--- src/rtl/exec_pkg.sv ---
// Shared definitions for the execute stage: opcodes, widths and the multiplier state type.
package exec_pkg;

    localparam int DATA_W    = 16;
    localparam int REG_IDX_W = 5;

    localparam logic [3:0] OP_ADD   = 4'b0000;
    localparam logic [3:0] OP_SUB   = 4'b0001;
    localparam logic [3:0] OP_AND   = 4'b0010;
    localparam logic [3:0] OP_OR    = 4'b0011;
    localparam logic [3:0] OP_XOR   = 4'b0100;
    localparam logic [3:0] OP_NOT   = 4'b0101;
    localparam logic [3:0] OP_SHL   = 4'b0110;
    localparam logic [3:0] OP_SHR   = 4'b0111;
    localparam logic [3:0] OP_SRA   = 4'b1000;
    localparam logic [3:0] OP_MUL   = 4'b1001;
    localparam logic [3:0] OP_SLT   = 4'b1010;
    localparam logic [3:0] OP_MOVI  = 4'b1011;
    localparam logic [3:0] OP_LOAD  = 4'b1100;
    localparam logic [3:0] OP_NOP   = 4'b1101;
    localparam logic [3:0] OP_STORE = 4'b1110;
    localparam logic [3:0] OP_RSVD  = 4'b1111;

    localparam logic [3:0] OP_BUBBLE = OP_NOP;

    typedef enum logic {
        MUL_IDLE = 1'b0,
        MUL_RUN  = 1'b1
    } mul_state_t;

    // STORE and NOP never write the register file.
    function automatic logic writes_reg(input logic [3:0] op);
        return !(op == OP_STORE || op == OP_NOP);
    endfunction

endpackage

--- src/rtl/seq_multiplier.sv ---
// Iterative shift-add multiplier: one partial product per clock, W iterations per operation.
// state     | meaning
// MUL_IDLE  | waiting for i_start
// MUL_RUN   | accumulating; o_done flags the final iteration
module seq_multiplier
    import exec_pkg::*;
#(
    parameter int W = DATA_W
) (
    input  logic         clk,
    input  logic         i_clear,
    input  logic         i_start,
    input  logic [W-1:0] i_a,
    input  logic [W-1:0] i_b,
    output logic         o_busy,
    output logic         o_done,
    output logic [W-1:0] o_product
);

    localparam int CNT_W = $clog2(W);
    localparam logic [CNT_W-1:0] LAST = CNT_W'(W - 1);

    mul_state_t       r_state, w_state_nxt;
    logic [CNT_W-1:0] r_cnt, w_cnt_nxt;
    logic [W-1:0]     r_acc, r_mcand, r_mplier;
    logic [W-1:0]     w_acc_nxt, w_mcand_nxt, w_mplier_nxt, w_acc_step;

    assign w_acc_step = r_acc + (r_mplier[0] ? r_mcand : '0);

    always_comb begin
        w_state_nxt  = r_state;
        w_cnt_nxt    = r_cnt;
        w_acc_nxt    = r_acc;
        w_mcand_nxt  = r_mcand;
        w_mplier_nxt = r_mplier;
        if (i_clear) begin
            w_state_nxt = MUL_IDLE;
            w_cnt_nxt   = '0;
        end else begin
            case (r_state)
                MUL_IDLE: begin
                    if (i_start) begin
                        w_state_nxt  = MUL_RUN;
                        w_cnt_nxt    = '0;
                        w_acc_nxt    = '0;
                        w_mcand_nxt  = i_a;
                        w_mplier_nxt = i_b;
                    end
                end
                MUL_RUN: begin
                    w_acc_nxt    = w_acc_step;
                    w_mcand_nxt  = r_mcand << 1;
                    w_mplier_nxt = r_mplier >> 1;
                    w_cnt_nxt    = r_cnt + CNT_W'(1);
                    if (r_cnt == LAST) begin
                        w_state_nxt = MUL_IDLE;
                        w_cnt_nxt   = '0;
                    end
                end
                default: w_state_nxt = MUL_IDLE;
            endcase
        end
    end

    always_ff @(posedge clk) begin
        r_state  <= w_state_nxt;
        r_cnt    <= w_cnt_nxt;
        r_acc    <= w_acc_nxt;
        r_mcand  <= w_mcand_nxt;
        r_mplier <= w_mplier_nxt;
    end

    assign o_busy    = (r_state == MUL_RUN);
    assign o_done    = o_busy && (r_cnt == LAST);
    // Valid only while o_done: includes the last partial product.
    assign o_product = w_acc_step;

endmodule

--- src/rtl/execute_stage.sv ---
// Execute stage: ALU / address generation into the EX/MA register, with a stalling iterative multiply.
module execute_stage #(
    parameter int DATA_W    = exec_pkg::DATA_W,
    parameter int REG_IDX_W = exec_pkg::REG_IDX_W
) (
    input  logic                 clk,
    input  logic                 rst_n,
    input  logic                 valid_id,
    input  logic [3:0]           control_id,
    input  logic [DATA_W-1:0]    operand_a_id,
    input  logic [DATA_W-1:0]    operand_b_id,
    input  logic [DATA_W-1:0]    reg_data_id,
    input  logic [REG_IDX_W-1:0] dest_reg_index_id,
    input  logic                 dest_reg_write_en_id,
    input  logic                 flush_ex,
    output logic                 stall_ex,
    output logic [3:0]           control_ex,
    output logic [DATA_W-1:0]    result_ex,
    output logic [DATA_W-1:0]    reg_data_ex,
    output logic [REG_IDX_W-1:0] dest_reg_index_ex,
    output logic                 dest_reg_write_en_ex
);
    import exec_pkg::*;

    logic                 w_clear, w_start, w_mul_busy, w_mul_done;
    logic [DATA_W-1:0]    w_product, w_alu;
    logic [3:0]           w_shamt;
    logic [3:0]           w_control_nxt;
    logic [DATA_W-1:0]    w_result_nxt, w_reg_data_nxt;
    logic [REG_IDX_W-1:0] w_idx_nxt;
    logic                 w_we_nxt;

    logic [3:0]           r_control;
    logic [DATA_W-1:0]    r_result, r_reg_data, r_mul_reg_data;
    logic [REG_IDX_W-1:0] r_idx, r_mul_idx;
    logic                 r_we, r_mul_we;

    assign w_clear  = !rst_n || flush_ex;
    assign w_start  = !w_clear && !w_mul_busy && valid_id && (control_id == OP_MUL);
    assign stall_ex = !w_clear && (w_start || (w_mul_busy && !w_mul_done));

    seq_multiplier #(.W(DATA_W)) u_mul (
        .clk       (clk),
        .i_clear   (w_clear),
        .i_start   (w_start),
        .i_a       (operand_a_id),
        .i_b       (operand_b_id),
        .o_busy    (w_mul_busy),
        .o_done    (w_mul_done),
        .o_product (w_product)
    );

    assign w_shamt = operand_b_id[3:0];

    always_comb begin
        w_alu = '0;
        case (control_id)
            OP_ADD:   w_alu = operand_a_id + operand_b_id;
            OP_SUB:   w_alu = operand_a_id - operand_b_id;
            OP_AND:   w_alu = operand_a_id & operand_b_id;
            OP_OR:    w_alu = operand_a_id | operand_b_id;
            OP_XOR:   w_alu = operand_a_id ^ operand_b_id;
            OP_NOT:   w_alu = ~operand_a_id;
            OP_SHL:   w_alu = operand_a_id << w_shamt;
            OP_SHR:   w_alu = operand_a_id >> w_shamt;
            OP_SRA:   w_alu = $signed(operand_a_id) >>> w_shamt;
            OP_SLT:   w_alu = {{(DATA_W-1){1'b0}}, ($signed(operand_a_id) < $signed(operand_b_id))};
            OP_MOVI:  w_alu = operand_b_id;
            OP_LOAD,
            OP_STORE: w_alu = operand_a_id + operand_b_id;
            default:  w_alu = '0;
        endcase
    end

    // Priority: reset/flush, finishing multiply, multiply in flight, then fresh instruction.
    always_comb begin
        w_control_nxt  = OP_BUBBLE;
        w_result_nxt   = '0;
        w_reg_data_nxt = '0;
        w_idx_nxt      = '0;
        w_we_nxt       = 1'b0;
        if (w_clear) begin
            w_control_nxt = OP_BUBBLE;
        end else if (w_mul_done) begin
            w_control_nxt  = OP_MUL;
            w_result_nxt   = w_product;
            w_reg_data_nxt = r_mul_reg_data;
            w_idx_nxt      = r_mul_idx;
            w_we_nxt       = r_mul_we;
        end else if (!w_mul_busy && valid_id && control_id != OP_MUL && control_id != OP_RSVD) begin
            w_control_nxt  = control_id;
            w_result_nxt   = w_alu;
            w_reg_data_nxt = reg_data_id;
            w_idx_nxt      = dest_reg_index_id;
            w_we_nxt       = dest_reg_write_en_id && writes_reg(control_id);
        end
    end

    always_ff @(posedge clk) begin
        r_control  <= w_control_nxt;
        r_result   <= w_result_nxt;
        r_reg_data <= w_reg_data_nxt;
        r_idx      <= w_idx_nxt;
        r_we       <= w_we_nxt;
    end

    always_ff @(posedge clk) begin
        if (w_start) begin
            r_mul_reg_data <= reg_data_id;
            r_mul_idx      <= dest_reg_index_id;
            r_mul_we       <= dest_reg_write_en_id;
        end
    end

    assign control_ex           = r_control;
    assign result_ex            = r_result;
    assign reg_data_ex          = r_reg_data;
    assign dest_reg_index_ex    = r_idx;
    assign dest_reg_write_en_ex = r_we;

endmodule

--- config.mk ---
export PLATFORM = sky130hd
export DESIGN_NAME = execute_stage
export DESIGN_NICKNAME = d
export VERILOG_FILES = /design/src/rtl/exec_pkg.sv /design/src/rtl/seq_multiplier.sv /design/src/rtl/execute_stage.sv
export SDC_FILE = /design/constraint.sdc
export NUM_CORES = 1
export LEC_CHECK = 0
export BUFFER_PORTS_ARGS = -buffer_cell sky130_fd_sc_hd__buf_2
export CAP_MARGIN = 20
export CELL_PAD_IN_SITES_DETAIL_PLACEMENT = 1
export CELL_PAD_IN_SITES_GLOBAL_PLACEMENT = 1
export CORE_ASPECT_RATIO = 1.4
export CORE_MARGIN = 1.5
export CORE_UTILIZATION = 49
export DETAILED_ROUTE_END_ITERATION = 7
export HOLD_SLACK_MARGIN = 0.1
export PLACE_DENSITY = 0.84
export REMOVE_ABC_BUFFERS = 1
export SYNTH_ARGS = -nofsm -noshare
export SYNTH_HDL_FRONTEND = slang
export SYNTH_SLANG_ARGS = --single-unit
--- constraint.sdc ---
create_clock -name clk -period 11.8 [get_ports clk]
set_clock_uncertainty 0.1 [all_clocks]
set_input_delay 0.59 -clock clk [delete_from_list [all_inputs] [get_ports clk]]
set_output_delay 0.59 -clock clk [all_outputs]
set_load 0.05 [all_outputs]
* Word-level counts from Yosys, hierarchy flattened
Index checks and enable logic that the tools add are counted.
** Operators by class
- $add $sub $neg :: 4
- Order comparisons :: 1
- Eq/ne operators :: 18
- Shift-type cells :: 3
- Multiplexer cells :: 24
- Bitwise operators :: 7
- Reduce and logical (&&, ||, !) cells :: 22
** Operator list (number)
- one-hot mux 16 bit (11 select lines) :: 1
- 2-to-1 mux 16 bit :: 8
- one-hot mux 16 bit (2 select lines) :: 3
- adder 16 bit :: 2
- == test 4 bit, second input constant :: 8
- AND 16 bit :: 1
- == test 4 x 3 -> 1 bit, second input constant :: 4
- < comparator 16 bit :: 1
- inverter 16 bit :: 1
- bitwise OR 16 bit :: 1
- << shifter 16 x 4 -> 16 bit :: 1
- right shift 16 x 4 -> 16 bit :: 1
- >>> shifter 16 x 4 -> 16 bit :: 1
- subtractor 16 bit :: 1
- bitwise XOR 16 bit :: 1
- logical AND 1 bit :: 10
- 2-to-1 mux 5 bit :: 2
- == test 4 x 2 -> 1 bit, second input constant :: 2
- 2-to-1 mux 4 bit :: 2
- inequality test 4 bit, second input constant :: 2
- one-hot mux 4 bit (2 select lines) :: 1
- 2-to-1 mux 3 bit :: 2
- OR reduction 3 bit :: 2
- zero test 1 bit :: 5
- 9 further kinds :: 16
** Storage, ports and cells
- Flip-flop bits (word level) :: 117
- Bits of input ports :: 62
- Output and inout port bits :: 43
- Logic and storage cells :: 93

* Logic depth before layout (Yosys ltp)
Gate-level depths: netlist of run 1.
- Word-level depth :: 8
- Depth in mapped cells :: 13
- Gate-level depth less buffers :: 12

* Modules after synthesis
A second synthesis of run 1 with hierarchy kept.
** Second synthesis, totals
- Cells, all modules :: 1056
- Area, all modules :: 9549.2 um^2
** By module, submodules not included
- execute_stage :: times used 1, cells an instance 794, area an instance 6436.2 um^2, seq. area each 1501.4 um^2
- seq_multiplier :: times used 1, cells an instance 262, area an instance 3113.0 um^2, seq. area each 1541.5 um^2

* Worst setup path before layout of run 1
No wires, ideal clock.
- Path type :: input to register
- Start point :: input port flush_ex
- End point :: register u_mul.r_acc[0], enable pin
- Setup time :: 454 ps
- Arrival :: 4131 ps
- Data required time :: 11246 ps
- Slack :: 7115 ps
- Stages on the path :: 6
- Path buffers :: 0
- Cell sequence :: nand2b_1 > nor3b_1 > nand3_1 > inv_1 > nor2_1 > nor2_1
** Between the ends
- Cells in the longest elaborated chain, start to end :: 7
- Elaborated cells between the ends (all ways) :: 8
- Those cells by class :: 1 x eq/ne; 1 x bitwise; 6 x reduce/logical
** RTL lines
- start, declared :: RTL line execute_stage.sv:15 : input logic flush_ex,
- logical OR 1 bit :: RTL line execute_stage.sv:38 : assign w_clear = !rst_n || flush_ex;
- zero test 1 bit :: RTL line execute_stage.sv:39 : assign w_start = !w_clear && !w_mul_busy && valid_id && (control_id == OP_MUL);
- logical AND 1 bit (3 in series) :: RTL line execute_stage.sv:39
- named net u_mul.i_start :: RTL line seq_multiplier.sv:12 : input logic i_start,
- inequality test 2 bit (no source line)
- AND reduction 2 bit (no source line)
- end signal, assigned :: RTL line seq_multiplier.sv:68 : r_acc <= w_acc_nxt;
- end, declared :: RTL line seq_multiplier.sv:25 : logic [W-1:0] r_acc, r_mcand, r_mplier;
The timed path passes the listed nets, and every way through them passes these cells.
A chain may end at the register's enable or synchronous reset.

* Worst setup path in the final report of run 1
- Start point :: input port operand_b_id[2]
- End point :: register r_result[15] (netlist: result_ex[15])
** Between the ends
- Cells in the longest elaborated chain, start to end :: 4
- Elaborated cells between the ends (all ways) :: 8
- Those cells by class :: 2 x add/sub; 3 x shift; 3 x mux
** RTL lines
- start, declared :: RTL line execute_stage.sv:11 : input logic [DATA_W-1:0] operand_b_id,
- adder 16 bit, or another cell as far along :: RTL line execute_stage.sv:58, execute_stage.sv:70
- one-hot mux 16 bit (11 select lines) (*) :: RTL line execute_stage.sv:57 : case (control_id)
- 2-to-1 mux 16 bit (*) :: RTL line execute_stage.sv:90 : end else if (!w_mul_busy && valid_id && control_id != OP_MUL && control_id != OP_RSVD) begin
- 2-to-1 mux 16 bit (*) :: RTL line execute_stage.sv:84 : end else if (w_mul_done) begin
- end signal, assigned :: RTL line execute_stage.sv:101 : r_result <= w_result_nxt;
- end, declared :: RTL line execute_stage.sv:34 : logic [DATA_W-1:0] r_result, r_reg_data, r_mul_reg_data;
Mark *: on every way between the ends. The rest lies on a longest branch, timed or not.

==> qor.txt, run 1 <==
Worst Hold Class: input pin to flop
antenna diode count: 0
count leader, synth: nand2_1
peak supply drop: 0.117 mV
Lkg Pwr: 4.07 nW
Synth Register Bits: 117
largest net degree at the start of global routing: 82
final setup TNS: 0 ns
share of the synthesized area in the top cell type: 0.241
IO Pins: 105
reg-to-reg startpoint: u_mul.o_busy
Pins Over Slew Limit: 0
Synth Warn #: 0
Post-Syn Area per Cell: 9.04 µm²
WHS Endpoint: r_mul_we
Worst R2R Setup Slack: 8.10 ns
RSZ-0062 raised after global routing: no
worst setup path category: input pin to flop
Worst R2R Path Depth: 6
outcome: finished, final reports clean
CTS H-tree depth: 4
number of max-cap violations: 0
CP max-delay cell: inv_1
CTS tree: built
Slew @ Worst Pin: 1.02 ns
Post-CTS Resized: 0
layout cells sized above 1: 0.183
number of non-filler instances in the completed layout: 1287
Slew Limit Headroom: 0.303
initial antenna violation count: 1
antenna-violating nets left: 0
total die area: 0.0186 mm²
gr usage total: 0.354
PnR worst setup slack: 7.71 ns
largest area contributor in the netlist: edfxtp_1
clock root buffer master: clkbuf_16
synth top area cells: edfxtp_1, dfxtp_1, ha_1
clock slew at reported path FFs: 0.07 ns
Crit path largest cell delay: 0.56 ns
Placed Cells: 1254
top_reg_cell synth: edfxtp_1
vias in the first global route: 8703
DRT iter0 DRCs: 977
Fin. Hold Viols: 0
register area share after synthesis: 0.349
Cell variety after synth: 82
hold_sp: dest_reg_write_en_id
CORE AREA: 0.0174 mm²
asr flop ratio synth: 0
GP Congestion: 0.995
total chip power: 1.22 mW
Req. time, crit path: 12.00 ns
Mapped Cells: 964
Via Count: 8402
Finish-stage setup viols: 0
Hold Slack: 0.249 ns
Critical Path AT: 4.29 ns
top post-synthesis cells by count: nand2_1, o21ai_0, edfxtp_1
total grt overflow: 0
first-pass GRT wire length: 50100 µm
CP Max Fanout: 28
Achievable Freq: 244 MHz
CP delay by family, top: compound AO/OA/AOI/OAI gates
fin util: 0.577
dpl ws: 7.35 ns
Vias/cell: 6.53
post-CTS setup buffer count: 0
input/output buffers: 104
Buf/Inv on CP: 3
placed cell areas: 0.00941 mm²
area grow syn2layout: 15.2%
Die X: 116 µm
HPWL after DPL: 22800 µm
number of flops mapped to enable cells by yosys: 70
Netlist Area Pre-Place: 0.00872 mm²
Rows: 57
# DRC: 0
clk_lat worst skew: 0.43 ns
CP startpoint kind: input pin
post-route minimum period: 4.09 ns
CP Cell Sequence: buf_2 > inv_1 > ha_1 > inv_1 > o221ai_2 > a221oi_2 > a221oi_2 > a211o_1 > a211o_1 > a2111oi_2 > o221ai_1
number of buffers created by CTS: 17
die span in y: 161 µm
R2R Path End: u_mul.r_mplier[4]
effective utilization at floorplan: 0.501
crit share post-route: 0.347
post-route cell area: 0.0100 mm²
CTS max path bufs: 2
PwrDens: 122 mW/mm²
WL final: 32100 µm
First-pass DRT Iterations: 5
CTS Hold Bufs: 0
CP Capture Type: flop
clock sinks: 117
nets: 1168
WL/cell: 25.0 µm
WHS Path Cells: 1
cell usage in the layout, fill, tap and decap left out, types with 5 or more instances in the layout:
cell type	instances
o21ai_0	76
o211ai_1	5
xnor2_1	13
a211o_1	6
buf_2	104
clkbuf_16	17
o21ai_1	12
mux2_2	13
and2_1	32
nand3_1	14
o31ai_1	7
dfxtp_1	46
a31oi_1	7
nor3_1	16
ha_1	65
mux4_2	11
o221ai_1	5
a21o_1	8
inv_1	51
nor2_1	67
a221o_1	7
o21bai_1	5
nand2_1	88
buf_4	11
inv_6	6
mux2i_1	19
o22ai_1	16
a22o_1	29
a211oi_1	12
o31a_1	5
o2111ai_1	6
nor2b_1	9
a221oi_1	17
nand2b_1	13
edfxtp_1	70
a21oi_1	58
power by group:
part | internal [mW] | switching, mW
clock network | 0.338 | 0.212
registers | 0.437 | 0.00166
logic | 0.0785 | 0.153
total | 0.853 | 0.367
kinds of logic (layout without fill, tap and decap cells):
| kind of cell | count (synthesis) | after routing | synth area share |
|---|---|---|---|
| buffers and inverters | 115 | 202 | 0.0514 |
| xor gates and xnor gates | 16 | 16 | 0.0161 |
| adders and majority gates | 68 | 68 | 0.100 |
| AOI/OAI and AO/OA | 322 | 322 | 0.253 |
| and+or+nand+nor | 281 | 281 | 0.161 |
| muxes | 45 | 45 | 0.0696 |
| DFF | 117 | 117 | 0.349 |
layout make-up:
class / count / area (µm²)
clock inverter: 15 / 193
sequential: 117 / 3040
inverter: 54 / 203
fill: 2047 / 7360
timing repair buffer: 116 / 614
clock buffer: 17 / 425
multi-input combinational: 732 / 5270
tap: 236 / 295
flip-flops by register name, indices dropped and copies added (netlist names):
signal	cells
control_ex	4
dest_reg_index_ex	5
dest_reg_write_en_ex	1
r_mul_idx	5
r_mul_reg_data	16
r_mul_we	1
reg_data_ex	16
result_ex	16
u_mul.o_busy	1
u_mul.r_acc	16
u_mul.r_cnt	4
u_mul.r_mcand	16
u_mul.r_mplier	16
routing by layer:
metal / GRT usage / vias to the layer above / wire [µm]
li1: - / 3761 / -
met2: 0.607 / 364 / 16300
met4: 0.171 / 2 / 1530
met1: 0.429 / 4174 / 12500
met3: 0.0555 / 101 / 1840
met5: 0 / - / 14
worst max path at each step:
stage | slack (ns) | to | start | depth (start not counted)
after floorplan | 6.76 | u_mul.r_acc[0] | u_mul.o_busy | 5
after global placement | 7.38 | result_ex[15] | operand_b_id[2] | 11
after detailed placement | 7.35 | result_ex[15] | operand_b_id[2] | 11
after CTS | 7.77 | result_ex[15] | operand_b_id[2] | 11
after global routing | 7.47 | u_mul.r_mcand[2] | flush_ex | 8
final | 7.71 | result_ex[15] | operand_b_id[2] | 11
Power figures use the tool's default switching activity.
==> run 2: changes to the inputs <==
--- a/config.mk
+++ b/config.mk
@@ -11,10 +11,10 @@
 export CELL_PAD_IN_SITES_GLOBAL_PLACEMENT = 1
 export CORE_ASPECT_RATIO = 1.4
 export CORE_MARGIN = 1.5
-export CORE_UTILIZATION = 49
+export CORE_UTILIZATION = 41
 export DETAILED_ROUTE_END_ITERATION = 7
 export HOLD_SLACK_MARGIN = 0.1
-export PLACE_DENSITY = 0.84
+export PLACE_DENSITY = 0.74
 export REMOVE_ABC_BUFFERS = 1
 export SYNTH_ARGS = -nofsm -noshare
 export SYNTH_HDL_FRONTEND = slang
==> constraint.sdc (replaced) <==
create_clock -name clk -period 3.43 [get_ports clk]
set_clock_uncertainty 0.1 [all_clocks]
set_input_delay 0.1715 -clock clk [delete_from_list [all_inputs] [get_ports clk]]
set_output_delay 0.1715 -clock clk [all_outputs]
set_load 0.05 [all_outputs]
==> run 2 against run 1 <==
Clock-buffer cell count rose by 7. Hold slack lost 0.14 ns. First-iteration DRC count is 45% lower.
==> qor.txt, run 2 (same netlist as run 1, synthesis figures left out) <==
clock root buffer master: clkbuf_16
DRT iter0 DRCs: 534
Finish-stage setup viols: 0
outcome: finished, final reports clean
CORE AREA: 0.0207 mm²
Buf/Inv on CP: 3
CP max-delay cell: dlygate4sd3_1
CTS H-tree depth: 4
Hold Slack: 0.107 ns
Fin. Hold Viols: 0
Req. time, crit path: 3.61 ns
crit share post-route: 0.947
antenna diode count: 0
layout cells sized above 1: 0.188
clk_lat worst skew: 0.42 ns
post-route minimum period: 3.25 ns
largest net degree at the start of global routing: 75
die span in y: 176 µm
clock slew at reported path FFs: 0.06 ns
dpl ws: 0.221 ns
most used cell, CP: a211o_1
Routed met1 length: 12400 µm
vias in the first global route: 8560
Achievable Freq: 308 MHz
effective utilization at floorplan: 0.421
CP endpoint: result_ex[15]
first-pass GRT wire length: 47300 µm
hold_sp: operand_b_id[5]
Vias/cell: 6.13
Rows: 62
Met3 Routed Length: 1080 µm
Slew Limit Headroom: 0.464
PwrDens: 377 mW/mm²
CTS max path bufs: 2
nets: 1221
input/output buffers: 104
antenna-violating nets left: 0
Worst R2R Path Depth: 12
gr usage total: 0.276
Critical Path AT: 3.43 ns
peak supply drop: 0.346 mV
Lkg Pwr: 4.27 nW
# DRC: 0
initial antenna violation count: 0
Crit path largest cell delay: 0.56 ns
PnR worst setup slack: 0.181 ns
total grt overflow: 0
HPWL after DPL: 22500 µm
Worst Hold Class: input pin to flop
CP delay by family, top: compound AO/OA/AOI/OAI gates
WL/cell: 22.2 µm
clock sinks: 117
Worst R2R Setup Slack: 0.30 ns
met2 wire length: 15300 µm
Die X: 126 µm
DR top layer: met4
RSZ-0062 raised after global routing: no
number of buffers created by CTS: 17
area grow syn2layout: 20.1%
Via Count: 8341
IO Pins: 105
Pins Over Slew Limit: 0
CP Cell Sequence: dlygate4sd3_1 > buf_2 > inv_1 > ha_1 > nor4_1 > and2_4 > a221oi_2 > a211o_1 > a211o_1 > a2111oi_2 > o221ai_1
R2R Path End: u_mul.r_acc[14]
First-pass DRT Iterations: 6
WL final: 30200 µm
CTS tree: built
CP startpoint kind: input pin
worst setup path category: input pin to flop
total die area: 0.0222 mm²
CP Capture Type: flop
most common cell after layout, fill and taps aside: buf_2
reg-to-reg startpoint: u_mul.r_mplier[0]
CP Max Fanout: 12
crit path from: operand_b_id[8]
most frequent cells in the layout: buf_2, nand2_1, o21ai_0
number of max-cap violations: 0
Slew @ Worst Pin: 0.804 ns
GP Congestion: 0.958
cell depth of the worst setup path: 11
==> run 2: how the worst min path moves through the flow <==
stage / to / slack [ns] / cells after the start
after floorplan: r_mul_idx[0] / 0.17 / 0
after global placement: r_mul_reg_data[0] / 0.27 / 1
after detailed placement: r_mul_reg_data[0] / 0.27 / 1
after CTS: u_mul.r_mplier[5] / 0.10 / 3
after global routing: control_ex[3] / 0.13 / 4
final: u_mul.r_mplier[5] / 0.11 / 3
==> run 2: per-stage QoR <==
step / power [mW] / TNS [ns] / util / std cells / instance area, µm²
after floorplan: 2.02 / -127.59 / - / 903 / 8470
final: 3.95 / 0 / 0.505 / 1360 / 10500
after detailed placement: 2.32 / 0 / 0.462 / 1293 / 9580
after global routing: 4.09 / 0 / 0.505 / 1360 / 10500
after global placement: 2.31 / 0 / 0.462 / 1293 / 9580
after CTS: 3.96 / 0 / 0.504 / 1358 / 10400
==> run 2: layout make-up <==
cell class                 count  area (µm²)
inverter                      54         203
sequential                   117        3040
clock buffer                  24         493
clock inverter                 8        47.5
multi-input combinational    732        5260
tap                          256         320
timing repair buffer         169        1100
fill                        2400       10200
==> run 2: worst min-delay path, stage by stage <==
cell and delay [ns]:
buf_2 0.11, inv_1 0.07, o21ai_0 0.15
==> run 2: timing repair <==
action | 4_1_cts | 5_1_grt
hold buffers | 33 | 0
resized for setup | 0 | 2
endpoints found under the setup margin | 0 | 2
endpoints found under the hold margin | 59 | 0
setup buffers | 0 | 2
==> run 2: per-layer routing <==
metal,up-vias,global-route usage
li1,3871,-
met1,4132,0.320
met2,254,0.497
met3,84,0.0317
met4,0,0.150
met5,-,0
==> run 2: power breakdown <==
group          switching [mW]  leakage, nW  internal (mW)
clock                   0.613        0.274          0.999
sequential            0.00489         1.02           1.50
combinational           0.523         2.97          0.307
total                    1.14         4.27           2.81
==> run 3: changes to the inputs <==
--- a/config.mk
+++ b/config.mk
@@ -11,10 +11,10 @@
 export CELL_PAD_IN_SITES_GLOBAL_PLACEMENT = 1
 export CORE_ASPECT_RATIO = 1.4
 export CORE_MARGIN = 1.5
-export CORE_UTILIZATION = 41
+export CORE_UTILIZATION = 46
 export DETAILED_ROUTE_END_ITERATION = 7
 export HOLD_SLACK_MARGIN = 0.1
-export PLACE_DENSITY = 0.74
+export PLACE_DENSITY = 0.79
 export REMOVE_ABC_BUFFERS = 1
 export SYNTH_ARGS = -nofsm -noshare
 export SYNTH_HDL_FRONTEND = slang
==> constraint.sdc (replaced) <==
create_clock -name clk -period 3.5 [get_ports clk]
set_clock_uncertainty 0.1 [all_clocks]
set_input_delay 0.175 -clock clk [delete_from_list [all_inputs] [get_ports clk]]
set_output_delay 0.175 -clock clk [all_outputs]
set_load 0.05 [all_outputs]
==> run 3 against run 2 <==
Wire length rose by 7.6%. Core utilization increased by 6.3 points. Sequential share of layout area down 0.29 points. First-iteration DRC count fell by 6.7%. Global-route usage grew 5.4 points. Combinational power up 0.6%. Register-to-register slack got worse by 0.16 ns. Largest power group unchanged. Hold slack gained 0.015 ns. Cell count down 0.29%. Non-clock buffer count grew 7.
==> qor.txt, run 3 (same netlist as run 1, synthesis figures left out) <==
first-pass GRT wire length: 50900 µm
input/output buffers: 104
Rows: 59
total die area: 0.0198 mm²
antenna-violating nets left: 0
Achievable Freq: 298 MHz
Pins Over Slew Limit: 0
Crit path largest cell delay: 0.41 ns
area of the multi-input gates: 0.00525 mm²
HPWL after DPL: 23000 µm
CP startpoint kind: flop
placed cell areas: 0.00959 mm²
CP Cell Sequence: buf_4 > and2_1 > ha_1 > nor2b_1 > o31a_1 > nor3_1 > o311a_1 > o2bb2ai_1 > o21ai_0 > xnor2_1 > nor2_1
fillers: 2215
gr usage total: 0.330
largest net degree at the start of global routing: 75
post-CTS setup buffer count: 0
area grow syn2layout: 21.3%
initial antenna violation count: 1
clock slew at reported path FFs: 0.06 ns
Vias/cell: 6.35
most common cell after layout, fill and taps aside: buf_2
CTS tree: built
Die X: 119 µm
Finish-stage setup viols: 0
effective utilization at floorplan: 0.469
Req. time, crit path: 3.57 ns
CTS max path bufs: 2
layout cells sized above 1: 0.193
number of buffers created by CTS: 17
Hold Slack: 0.122 ns
clock root buffer master: clkbuf_16
peak supply drop: 0.280 mV
Worst Hold Class: input pin to flop
outcome: finished, final reports clean
CP delay by family, top: compound AO/OA/AOI/OAI gates
CP Max Fanout: 15
die span in y: 166 µm
GP Congestion: 0.984
CORE AREA: 0.0186 mm²
CP Capture Type: flop
First-pass DRT Iterations: 7
total grt overflow: 0
post-route minimum period: 3.36 ns
clk_lat worst skew: 0.44 ns
Critical Path AT: 3.43 ns
Fin. Hold Viols: 0
# DRC: 0
Slew @ Worst Pin: 0.840 ns
worst setup path category: flop to flop
Lkg Pwr: 4.32 nW
dpl ws: 0.267 ns
DRT iter0 DRCs: 498
FF/Latch Area: 0.00304 mm²
WL/cell: 24.0 µm
number of max-cap violations: 0
CTS H-tree depth: 4
Buf/Inv on CP: 1
Slew Limit Headroom: 0.438
Post-CTS Resized: 0
Via Count: 8604
PwrDens: 391 mW/mm²
WL final: 32500 µm
Worst R2R Setup Slack: 0.14 ns
post-route cell area: 0.0106 mm²
Placed Cells: 1285
RSZ-0062 raised after global routing: no
PnR worst setup slack: 0.141 ns
total chip power: 4.14 mW
most frequent cells in the layout: buf_2, nand2_1, o21ai_0
nets: 1228
vias in the first global route: 9153
crit share post-route: 0.960
IO Pins: 105
CP max-delay cell: xnor2_1
number of non-filler instances in the completed layout: 1356
clock sinks: 117
## run 3: metrics by stage
stage	util	setup TNS (ns)
final	0.568	0
after CTS	0.568	0
after global routing	0.568	0
after floorplan	-	-121.78
after global placement	0.516	0
after detailed placement	0.516	0
## run 3: final cells by class
| type | instances | share of cell area |
|---|---|---|
| antenna | 1 | 0.000237 |
| clock buffer | 17 | 0.0402 |
| clock inverter | 15 | 0.0161 |
| inverter | 54 | 0.0192 |
| multi-input combinational | 732 | 0.497 |
| sequential | 117 | 0.288 |
| tap | 244 | 0.0289 |
| timing repair buffer | 176 | 0.111 |
## run 3: final timing paths
path / start / end / cells after the start
max reg2reg: u_mul.r_mplier[0] / u_mul.r_acc[14] / 11
min: valid_id / control_ex[3] / 4
min reg2reg: r_mul_reg_data[15] / reg_data_ex[15] / 1
max: u_mul.r_mplier[0] / u_mul.r_acc[14] / 11
## run 3: repair_timing
item / CTS / global route
hold buffers: 37 / 0
hold endpoints to repair: 62 / 0
endpoints found under the setup margin: 0 / 0
## run 3: tightest hold or removal path: cells and delay by family
kind | cells | cell delay, ns
simple gates | 2 | 0.19
buf+inv | 2 | 0.26
## run 3: power by group
group | internal, mW | switching (mW) | leakage (nW)
clock network | 1.07 | 0.755 | 0.289
registers | 1.47 | 0.00633 | 1.02
logic | 0.312 | 0.524 | 3.01
## run 3: layer usage
layer | share of wire | track usage | up-vias
met1 | 0.39 | 0.365 | 4266
met2 | 0.51 | 0.601 | 335
met5 | 0 | 0 | -
li1 | - | - | 3890
met3 | 0.047 | 0.0539 | 113
met4 | 0.055 | 0.175 | 0
